File: src/rtl/tpu_pkg.sv
// Shared constants for the 2x2 TPU sequencer: opcodes, FSM states, widths.
// Latency: n/a (package).
// Backpressure: n/a (package).
package tpu_pkg;

  localparam int N      = 2;   // systolic array dimension
  localparam int MEM_AW = 6;   // unified-memory address width
  localparam int DATA_W = 16;  // activation / weight element width
  localparam int WORD_W = 32;  // memory word width

  localparam logic [2:0] OP_NOP         = 3'b000;
  localparam logic [2:0] OP_LOAD_ADDR   = 3'b001;
  localparam logic [2:0] OP_LOAD_WEIGHT = 3'b010;
  localparam logic [2:0] OP_COMPUTE     = 3'b100;

  typedef enum logic [2:0] {
    S_IDLE,
    S_WL_RD,
    S_WL_LOAD,
    S_IN_RD,
    S_FEED,
    S_DRAIN,
    S_WB,
    S_CLR
  } state_t;

  // True for opcodes that do something; every other encoding behaves as NOP.
  function automatic logic is_cmd(input logic [2:0] op);
    return (op == OP_LOAD_ADDR) || (op == OP_LOAD_WEIGHT) || (op == OP_COMPUTE);
  endfunction

endpackage

File: src/rtl/tpu_input_skew.sv
// Diagonal skew of two captured activation rows onto the array row inputs.
// Latency: combinational; the caller registers the result.
// Backpressure: none; step counter selects the wavefront (0..2, 3 = idle).
// Ports: i_row0/i_row1 = {A_r1, A_r0} words, i_step = feed step,
//        o_a1/o_a2 = activations for array rows 0 and 1.
module tpu_input_skew
  import tpu_pkg::*;
(
  input  logic [WORD_W-1:0] i_row0,
  input  logic [WORD_W-1:0] i_row1,
  input  logic [1:0]        i_step,
  output logic [DATA_W-1:0] o_a1,
  output logic [DATA_W-1:0] o_a2
);

  // Row 1 lags row 0 by one step, so the wavefront is (A00,0),(A01,A10),(0,A11).
  always_comb begin
    o_a1 = '0;
    o_a2 = '0;
    case (i_step)
      2'd0: o_a1 = i_row0[DATA_W-1:0];
      2'd1: begin
        o_a1 = i_row0[WORD_W-1:DATA_W];
        o_a2 = i_row1[DATA_W-1:0];
      end
      2'd2: o_a2 = i_row1[WORD_W-1:DATA_W];
      default: ;
    endcase
  end

endmodule

File: src/rtl/tpu_sequencer.sv
// Instruction sequencer for a 2x2 systolic array: weight load, skewed feed, write-back.
// Latency: LOAD_ADDR 1 cycle, LOAD_WEIGHT 4 busy cycles, COMPUTE 11 busy cycles.
// Backpressure: instructions arriving while busy are dropped and flagged by instr_dropped.
// Ports: clk/reset (sync, active-low), instruction in, memory rd/wr port,
//        weight_load + w_row0/1, a_valid + a_in1/2, acc_out1/2 in, acc_clear, busy.
module tpu_sequencer #(
  parameter int N      = tpu_pkg::N,
  parameter int MEM_AW = tpu_pkg::MEM_AW
) (
  input  logic                        clk,
  input  logic                        reset,
  input  logic [15:0]                 instruction,
  output logic                        busy,
  output logic                        instr_dropped,
  output logic                        mem_rd_en,
  output logic [MEM_AW-1:0]           mem_rd_addr,
  input  logic [tpu_pkg::WORD_W-1:0]  mem_rd_data,
  output logic                        mem_wr_en,
  output logic [MEM_AW-1:0]           mem_wr_addr,
  output logic [tpu_pkg::WORD_W-1:0]  mem_wr_data,
  output logic                        weight_load,
  output logic [tpu_pkg::WORD_W-1:0]  w_row0,
  output logic [tpu_pkg::WORD_W-1:0]  w_row1,
  output logic                        a_valid,
  output logic [tpu_pkg::DATA_W-1:0]  a_in1,
  output logic [tpu_pkg::DATA_W-1:0]  a_in2,
  input  logic [tpu_pkg::WORD_W-1:0]  acc_out1,
  input  logic [tpu_pkg::WORD_W-1:0]  acc_out2,
  output logic                        acc_clear
);
  import tpu_pkg::*;

  // Feed lasts 2N-1 cycles; the counter holds the last step index.
  localparam logic [1:0] FEED_LAST = 2'(2 * N - 2);

  state_t              r_state, w_next_state;
  logic [1:0]          r_cnt, w_next_cnt, w_last_cnt;
  logic [MEM_AW-1:0]   r_base;
  logic [WORD_W-1:0]   r_row0, r_row1;
  logic [2:0]          w_opcode;
  logic                w_unused_imm;
  logic                w_rd_en, w_wr_en, w_feed, w_wload;
  logic [MEM_AW-1:0]   w_rd_ofs, w_wr_ofs;
  logic [DATA_W-1:0]   w_skew_a1, w_skew_a2;

  logic                r_busy, r_dropped, r_rd_en, r_wr_en, r_wload, r_a_valid, r_acc_clear;
  logic [MEM_AW-1:0]   r_rd_addr, r_wr_addr;
  logic [WORD_W-1:0]   r_wr_data, r_w_row0, r_w_row1;
  logic [DATA_W-1:0]   r_a_in1, r_a_in2;

  assign w_opcode     = instruction[15:13];
  assign w_unused_imm = ^instruction[12:MEM_AW];

  // State register
  always_ff @(posedge clk) begin
    if (!reset) begin
      r_state <= S_IDLE;
      r_cnt   <= '0;
    end else begin
      r_state <= w_next_state;
      r_cnt   <= w_next_cnt;
    end
  end

  // Next-state: each busy state runs for w_last_cnt+1 cycles.
  always_comb begin
    case (r_state)
      S_WL_RD, S_IN_RD: w_last_cnt = 2'd2;  // 2 issue cycles + 1 read latency
      S_FEED:           w_last_cnt = FEED_LAST;
      S_DRAIN, S_WB:    w_last_cnt = 2'd1;
      default:          w_last_cnt = 2'd0;
    endcase
    w_next_state = r_state;
    w_next_cnt   = r_cnt + 2'd1;
    if (r_state == S_IDLE) begin
      w_next_cnt = '0;
      if (w_opcode == OP_LOAD_WEIGHT)  w_next_state = S_WL_RD;
      else if (w_opcode == OP_COMPUTE) w_next_state = S_IN_RD;
    end else if (r_cnt == w_last_cnt) begin
      w_next_cnt = '0;
      case (r_state)
        S_WL_RD: w_next_state = S_WL_LOAD;
        S_IN_RD: w_next_state = S_FEED;
        S_FEED:  w_next_state = S_DRAIN;
        S_DRAIN: w_next_state = S_WB;
        S_WB:    w_next_state = S_CLR;
        default: w_next_state = S_IDLE;
      endcase
    end
  end

  tpu_input_skew u_skew (
    .i_row0 (r_row0),
    .i_row1 (r_row1),
    .i_step (w_next_cnt),
    .o_a1   (w_skew_a1),
    .o_a2   (w_skew_a2)
  );

  // Outputs are decoded from the next state so the registered copies line up
  // with the state they belong to.
  always_comb begin
    w_rd_en     = ((w_next_state == S_WL_RD) || (w_next_state == S_IN_RD)) && (w_next_cnt != 2'd2);
    w_wr_en     = (w_next_state == S_WB);
    w_feed      = (w_next_state == S_FEED);
    w_wload     = (w_next_state == S_WL_LOAD);
    w_rd_ofs    = '0;
    w_rd_ofs[0] = w_next_cnt[0];
    w_rd_ofs[1] = (w_next_state == S_IN_RD);  // activations live at base+2/+3
    w_wr_ofs    = '0;
    w_wr_ofs[2] = 1'b1;                       // results go to base+4/+5
    w_wr_ofs[0] = w_next_cnt[0];
  end

  // Base address and captured rows (shared by weight load and compute).
  always_ff @(posedge clk) begin
    if (!reset) begin
      r_base <= '0;
      r_row0 <= '0;
      r_row1 <= '0;
    end else begin
      if (r_state == S_IDLE && w_opcode == OP_LOAD_ADDR) r_base <= instruction[MEM_AW-1:0];
      if (r_state == S_WL_RD || r_state == S_IN_RD) begin
        if (r_cnt == 2'd1) r_row0 <= mem_rd_data;
        if (r_cnt == 2'd2) r_row1 <= mem_rd_data;
      end
    end
  end

  // Output registers; data/address outputs are zero when their strobe is low.
  always_ff @(posedge clk) begin
    if (!reset) begin
      r_busy      <= 1'b0;
      r_dropped   <= 1'b0;
      r_rd_en     <= 1'b0;
      r_rd_addr   <= '0;
      r_wr_en     <= 1'b0;
      r_wr_addr   <= '0;
      r_wr_data   <= '0;
      r_wload     <= 1'b0;
      r_w_row0    <= '0;
      r_w_row1    <= '0;
      r_a_valid   <= 1'b0;
      r_a_in1     <= '0;
      r_a_in2     <= '0;
      r_acc_clear <= 1'b0;
    end else begin
      r_busy      <= (w_next_state != S_IDLE);
      r_dropped   <= (r_state != S_IDLE) && is_cmd(w_opcode);
      r_rd_en     <= w_rd_en;
      r_rd_addr   <= w_rd_en ? r_base + w_rd_ofs : '0;
      r_wr_en     <= w_wr_en;
      r_wr_addr   <= w_wr_en ? r_base + w_wr_ofs : '0;
      r_wr_data   <= !w_wr_en ? '0 : (w_next_cnt[0] ? acc_out2 : acc_out1);
      r_wload     <= w_wload;
      r_w_row0    <= w_wload ? r_row0 : '0;
      // Row 1 word is arriving on the read bus in the last WL_RD cycle.
      r_w_row1    <= w_wload ? mem_rd_data : '0;
      r_a_valid   <= w_feed;
      r_a_in1     <= w_feed ? w_skew_a1 : '0;
      r_a_in2     <= w_feed ? w_skew_a2 : '0;
      r_acc_clear <= (w_next_state == S_CLR);
    end
  end

  assign busy          = r_busy;
  assign instr_dropped = r_dropped;
  assign mem_rd_en     = r_rd_en;
  assign mem_rd_addr   = r_rd_addr;
  assign mem_wr_en     = r_wr_en;
  assign mem_wr_addr   = r_wr_addr;
  assign mem_wr_data   = r_wr_data;
  assign weight_load   = r_wload;
  assign w_row0        = r_w_row0;
  assign w_row1        = r_w_row1;
  assign a_valid       = r_a_valid;
  assign a_in1         = r_a_in1;
  assign a_in2         = r_a_in2;
  assign acc_clear     = r_acc_clear;

endmodule
File: config.mk
export PLATFORM = sky130hd
export DESIGN_NAME = tpu_sequencer
export DESIGN_NICKNAME = d
export VERILOG_FILES = /design/src/rtl/tpu_pkg.sv /design/src/rtl/tpu_input_skew.sv /design/src/rtl/tpu_sequencer.sv
export SDC_FILE = /design/constraint.sdc
export NUM_CORES = 1
export LEC_CHECK = 0
export CAP_MARGIN = 40
export CORE_AREA = 2 2 187 189
export DETAILED_ROUTE_END_ITERATION = 10
export DIE_AREA = 0 0 189 191
export DONT_BUFFER_PORTS = 1
export GPL_ROUTABILITY_DRIVEN = 0
export SYNTH_ARGS = -nofsm -noshare
export SYNTH_HDL_FRONTEND = slang
export SYNTH_SLANG_ARGS = --single-unit
File: constraint.sdc
create_clock -name clk -period 4.31 [get_ports clk]
set_input_delay 0.431 -clock clk [delete_from_list [all_inputs] [get_ports clk]]
set_output_delay 0.431 -clock clk [all_outputs]
set_load 0.01 [all_outputs]
==> results by group, run 1 <==
CTS
  • H-tree depth: 1
  • Clk_lat worst skew: 530 ps
  • Num CTS Buffers: 25
  • CTS Buffer Depth: 3
  • CTS tree: built
  • Clock Pin Slew Worst Setup and Hold Paths: 60 ps
  • Clock sink count: 222
  • Root Buffer: clkbuf_16

Global routing
  • Total Routing Usage GR: 0.134
  • Number of global-route vias before repair: 5871
  • Grt ovf: 0
  • Global-route wire length before repair: 37.2 mm
  • Initial antenna violation count: 0
  • Largest net degree at the start of global routing: 79

Worst setup path
  • Top cell family by delay on the critical path: simple AND/OR/NAND/NOR gates
  • Crit path cell chain: inv_1, o311a_1, or3_1, nor2b_1, ha_1, a21oi_1, nor3b_1, xnor2_1, nor2_1
  • Req. time, crit path: 4740 ps
  • Arrival time at the worst endpoint: 3430 ps
  • CP max stage delay: 780 ps
  • Total stage count of the critical path: 9
  • Startpoint types: register
  • R2R cell count: 9
  • Crit. End Element: register
  • WP buf/inv: 1
  • Setup CP Type: register to register
  • Crit path max fanout: 19
  • Worst path slowest cell: dfxtp_1

Final layout
  • Synthesis-to-layout area growth: 18.8%
  • Non-filler cells, final: 1377
  • # diodes: 0
  • Most frequent cells in the layout: dfxtp_1, nand2_1, nor3_1
  • Layout cell share with drive strength beyond 1: 0.118
  • Net count, final: 1028
  • Fin area: 9970 µm²
  • Final core occ: 0.292
  • Most common cell after layout, fill and taps aside: dfxtp_1

Floorplan
  • Num rows: 68
  • Initial Util: 0.246
  • # IOs: 261
  • Die width: 189 µm
  • Die Y: 191 µm
  • Die area: 36100 µm²
  • CORE AREA: 34100 µm²

Job
  • Max-Cap Viols: 0

Power and ir drop
  • Pleak: 3.28 nW
  • Int Pwr: 3.46 mW
  • Tot Pwr: 4.54 mW
  • Worst VDD drop: 0.000257 V
  • Reg power frac: 0.463
  • Cell Pwr Density: 455 nW/µm²
  • Net Sw Frac: 0.237
  • Clock network fraction of design power: 0.477
  • Comb pwr share: 0.060
  • Switching power: 1.07 mW

Drt
  • Top Layer Used: met4
  • Antenna Nets Post-Route: 0
  • Wire length per cell: 18.3 µm
  • M1 WL: 11.6 mm
  • WL met3: 1.96 mm
  • Via count: 6287
  • Met2 Routed Length: 11.2 mm
  • Drt first pass iters: 5
  • Number of remaining DRC errors: 0
  • Vias per cell: 4.57
  • Wirelength, routed: 25.3 mm
  • DR iter-0 viols: 387

Synth
  • EDFF count, synth: 0
  • Yosys cell types: 51
  • Seq/Total Area, Yosys: 0.530
  • Register bit total from synthesis: 222
  • Most used DFF post-synth: dfxtp_1
  • YS warnings: 0
  • Synthesized cell area: 8390 µm²
  • Async SR Flop Fraction: 0
  • Avg Cell Area, Syn: 9.22 µm²
  • Synthesized instance count: 910
  • Syn nets: 1033

STA
  • RSZ-0062 raised after global routing: false
  • Post-route minimum period: 3000 ps
  • Peak Freq: 333 MHz
  • Sum Neg Setup Slack: 0 ps
  • Fin Hold WS: 22.6 ps
  • Final Hold Vio Count: 0
  • Post-route setup slack: 1310 ps
  • Worst slew pin tran: 885 ps
  • Final Slew Violations: 0
  • Final worst-path cycle share: 0.696
  • Slew headroom: 0.410
  • Setup Skew: 9.66 ps
  • Final setup vio count: 0

Placed design
  • PortBufs: 0
  • HPWL Detailed: 17.4 mm
  • Placed insts: 1305
  • Pre-CTS WS: 1350 ps
  • Cell Area, Placed: 8850 µm²

Hold path
  • Hold/Removal Path Class: input pin to register
  • Hold Path Depth: 2

Outcome
  • Status: completed
==> metal layers <==
metal,track usage,vias to the layer above
li1,-,3057
met1,0.188,2946
met2,0.200,253
met3,0.0318,31
met4,0.0436,0
met5,0,-
==> synth_stat cells (all sizes together) (2+ instances only) <==
master / number / area (µm²)
ha: 8 / 100
a211oi: 34 / 355
xnor2: 6 / 52.6
or2: 2 / 12.5
a22oi: 32 / 240
buf: 25 / 160
nand2: 133 / 499
nor2: 16 / 60.1
dfxtp: 222 / 4440
nand3: 33 / 165
nand4b: 2 / 17.5
nor3b: 2 / 15.0
inv: 71 / 267
a21o: 3 / 22.5
mux2i: 7 / 70.1
and2: 4 / 25.0
clkbuf: 54 / 203
a21oi: 3 / 15.0
and3: 2 / 12.5
xor2: 6 / 52.6
nor3: 102 / 601
or3b: 2 / 17.5
or3: 2 / 12.5
a21boi: 64 / 480
nand2b: 2 / 12.5
o21a: 2 / 15.0
nor2b: 13 / 81.3
a221oi: 2 / 17.5
o21ai: 39 / 195
==> sequential cells by signal (all words and copies together), names as in the netlist, 2 cells and up <==
register and count:
w_row0 32, r_cnt 2, a_in1 16, mem_rd_addr 6
a_in2 16, w_row1 32, r_row0 32, r_state 3
r_base 6, mem_wr_data 32, mem_wr_addr 6, r_row1 32
==> path summary, 6_finish.rpt <==
kind	startpoint	endpoint	slack, ps
max	r_state[2]	mem_rd_addr[5]	1310
min reg2reg	r_row0[28]	w_row0[28]	450
max reg2reg	r_state[2]	mem_rd_addr[5]	1310
min	mem_rd_data[16]	w_row1[16]	20
==> area by class of cell <==
class,instances,area [µm²]
clock inverter,14,165
tap,455,569
inverter,71,267
sequential,222,4440
fill,3556,24100
multi-input combinational,538,3340
timing repair buffer,47,508
clock buffer,30,674
==> logic make-up after synthesis <==
group / share of synthesized area
AOI/OAI and AO/OA: 0.170
buffers and inverters: 0.0750
xor gates and xnor gates: 0.0125
DFF: 0.530
and+or+nand+nor: 0.190
muxes: 0.00835
adders and majority gates: 0.0143
==> what timing repair did <==
action | CTS | global route
resized for setup | 0 | 0
buffers inserted | 0 | 0
endpoints found under the setup margin | 0 | 0
endpoints found under the hold margin | 28 | 0
hold buffers | 28 | 0
==> power groups by stage <==
stage	clock [mW]	sequential (mW)	combinational (mW)
detailed placement	0	2.14	0.253
global route	2.31	2.10	0.300
global placement	0	2.14	0.240
finish	2.16	2.10	0.272
floorplan	0	2.13	0.199
CTS	2.23	2.10	0.274
Power figures use the tool's default switching activity.
==> inputs of run 2 (changes only) <==
==> constraint.sdc (replaced) <==
create_clock -name clk -period 2.5 [get_ports clk]
set_input_delay 0.25 -clock clk [delete_from_list [all_inputs] [get_ports clk]]
set_output_delay 0.25 -clock clk [all_outputs]
set_load 0.01 [all_outputs]
==> results by group, run 2 (synthesized netlist as in run 1, its figures left out) <==
Outcome
  • Status: completed (unchanged)

Final layout
  • Most frequent cells in the layout: dfxtp_1, nand2_1, dlygate4sd3_1 (was dfxtp_1, nand2_1, nor3_1)
  • Non-filler cells, final: 1482 (was 1377)
  • Most common cell after layout, fill and taps aside: dfxtp_1 (unchanged)
  • Layout cell share with drive strength beyond 1: 0.148 (was 0.118)
  • Synthesis-to-layout area growth: 32.2% (was 18.8%)
  • # diodes: 0 (unchanged)
  • Fin area: 11100 µm² (was 9970 µm²)
  • Net count, final: 1131 (was 1028)

STA
  • RSZ-0062 raised after global routing: true (was false)
  • Peak Freq: 420 MHz (was 333 MHz)
  • Fin Hold WS: 81.1 ps (was 22.6 ps)
  • Post-route minimum period: 2380 ps (was 3000 ps)
  • Final Hold Vio Count: 0 (unchanged)
  • Final setup vio count: 0 (unchanged)
  • Sum Neg Setup Slack: 0 ps (unchanged)
  • Final worst-path cycle share: 0.951 (was 0.696)
  • Worst slew pin tran: 566 ps (was 885 ps)
  • Slew headroom: 0.620 (was 0.410)
  • Setup Skew: 9.43 ps (was 9.66 ps)
  • Final Slew Violations: 0 (unchanged)

CTS
  • CTS tree: built (unchanged)
  • Num CTS Buffers: 25 (unchanged)
  • CTS Buffer Depth: 3 (unchanged)
  • Clk_lat worst skew: 530 ps (about the same)
  • Clock Pin Slew Worst Setup and Hold Paths: 60 ps (about the same)
  • # Post-CTS Setup Buffers: 0 (unchanged)
  • H-tree depth: 1 (unchanged)
  • Root Buffer: clkbuf_16 (unchanged)
  • Clock sink count: 222 (unchanged)

Drt
  • Via count: 6782 (was 6287)
  • DR iter-0 viols: 528 (was 387)
  • Number of remaining DRC errors: 0 (unchanged)
  • Drt first pass iters: 5 (unchanged)
  • Wire length per cell: 18.3 µm (about the same)
  • Wirelength, routed: 27.1 mm (was 25.3 mm)
  • Antenna Nets Post-Route: 0 (unchanged)
  • Vias per cell: 4.58 (was 4.57)

Placed design
  • PortBufs: 0 (unchanged)
  • HPWL Detailed: 17.4 mm (about the same)
  • Cell Area, Placed: 9040 µm² (was 8850 µm²)
  • Placed insts: 1331 (was 1305)

Worst setup path
  • Setup CP Type: register to register (unchanged)
  • Arrival time at the worst endpoint: 2800 ps (was 3430 ps)
  • Crit path max fanout: 9 (was 19)
  • Req. time, crit path: 2930 ps (was 4740 ps)
  • Startpoint types: register (unchanged)
  • Crit. End Element: register (unchanged)

Floorplan
  • Die width: 189 µm (unchanged)
  • Num rows: 68 (unchanged)
  • Initial Util: 0.246 (unchanged)
  • Die Y: 191 µm (unchanged)
  • # IOs: 261 (unchanged)
  • CORE AREA: 34100 µm² (unchanged)
  • Die area: 36100 µm² (unchanged)

Power and ir drop
  • Cell Pwr Density: 742 nW/µm² (was 455 nW/µm²)
  • Worst VDD drop: 0.000468 V (was 0.000257 V)
  • Pleak: 3.78 nW (was 3.28 nW)
  • Tot Pwr: 8.23 mW (was 4.54 mW)

Global routing
  • Total Routing Usage GR: 0.143 (was 0.134)
  • Largest net degree at the start of global routing: 78 (was 79)
  • Grt ovf: 0 (unchanged)
  • Global-route wire length before repair: 40.3 mm (was 37.2 mm)
  • Number of global-route vias before repair: 6862 (was 5871)
  • Initial antenna violation count: 0 (unchanged)

Job
  • Max-Cap Viols: 0 (unchanged)

Hold path
  • Hold/Removal Path Class: input pin to register (unchanged)
[run 2: changes by cell type in the layout (fill, tap and decap cells not counted), sizes merged]
cell	delta
dlygate4sd3	+76
buf	+27
clkbuf	+5
clkinvlp	-3
clkinv	+1
inv	-1
[run 2: stage by stage]
stage | util | worst slack (ps)
2_1_floorplan | - | 55.3
3_3_place_gp | 0.265 | -46.8
3_5_place_dp | 0.265 | -31.6
4_1_cts | 0.323 | 27.8
5_1_grt | 0.325 | -76.9
6_report | 0.325 | 122
[run 2: timing repair]
item / 4_1_cts / 5_1_grt
gates resized for setup: 2 / 18
hold endpoints to repair: 141 / 0
setup endpoints to repair: 12 / 20
pin swaps: 0 / 2
hold buffers: 105 / 0
[run 2: power breakdown]
| part | internal, mW | switching, mW |
|---|---|---|
| clock network | 2.39 | 1.52 |
| registers | 3.57 | 0.0390 |
| logic | 0.295 | 0.409 |
[run 2: cell type report]
type / count / area, µm²
Fill cell: 3453 / 23000
Sequential cell: 222 / 4450
Multi-Input combinational cell: 538 / 3410
Timing Repair Buffer: 150 / 1500
Clock buffer: 35 / 743
Tap cell: 455 / 569
Inverter: 71 / 267
Clock inverter: 11 / 150
[run 2: final timing paths]
check,startpoint,end,slack [ps],depth (start not counted)
max,r_state[2],mem_rd_addr[3],120,11
min,reset,mem_rd_addr[1],80,3
max reg2reg,r_state[2],mem_rd_addr[3],120,11
min reg2reg,r_row0[5],w_row0[5],460,2
[run 2: critical path, cell delays in order, from the launching register on]
cell and delay (ps):
dfxtp_1 330, buf_4 180, nor2b_1 150, a21bo_2 240, or3_1 330, nor2b_1 140
buf_4 140, ha_1 290, a21oi_2 170, nor2b_1 80, xnor2_1 140, nor2_1 70
[run 2: per-layer routing]
| layer | vias to the layer above | part of all wire | wire [µm] | GRT usage |
|---|---|---|---|---|
| met1 | 3207 | 0.45 | 12200 | 0.190 |
| met5 | - | 0 | 0 | 0 |
| met3 | 49 | 0.060 | 1640 | 0.0285 |
| li1 | 3268 | - | - | - |
| met2 | 258 | 0.46 | 12400 | 0.226 |
| met4 | 0 | 0.032 | 879 | 0.0583 |
==> inputs of run 3 (changes only) <==
--- a/config.mk
+++ b/config.mk
@@ -7,6 +7,7 @@
 export LEC_CHECK = 0
 export CAP_MARGIN = 40
 export CORE_AREA = 2 2 187 189
+export CTS_CLUSTER_SIZE = 16
 export DETAILED_ROUTE_END_ITERATION = 10
 export DIE_AREA = 0 0 189 191
 export DONT_BUFFER_PORTS = 1
==> constraint.sdc (replaced) <==
create_clock -name clk -period 2.5 [get_ports clk]
set_input_delay 0.25 -clock clk [delete_from_list [all_inputs] [get_ports clk]]
set_output_delay 0.25 -clock clk [all_outputs]
set_load 0.05 [all_outputs]
==> results of run 3 <==
Same layout as run 2 (identical final DEF). Status: completed.
Main changes from that run: total power 8.23 mW -> 8.29 mW; worst IR drop on VDD 0.000468 V -> 0.000472 V
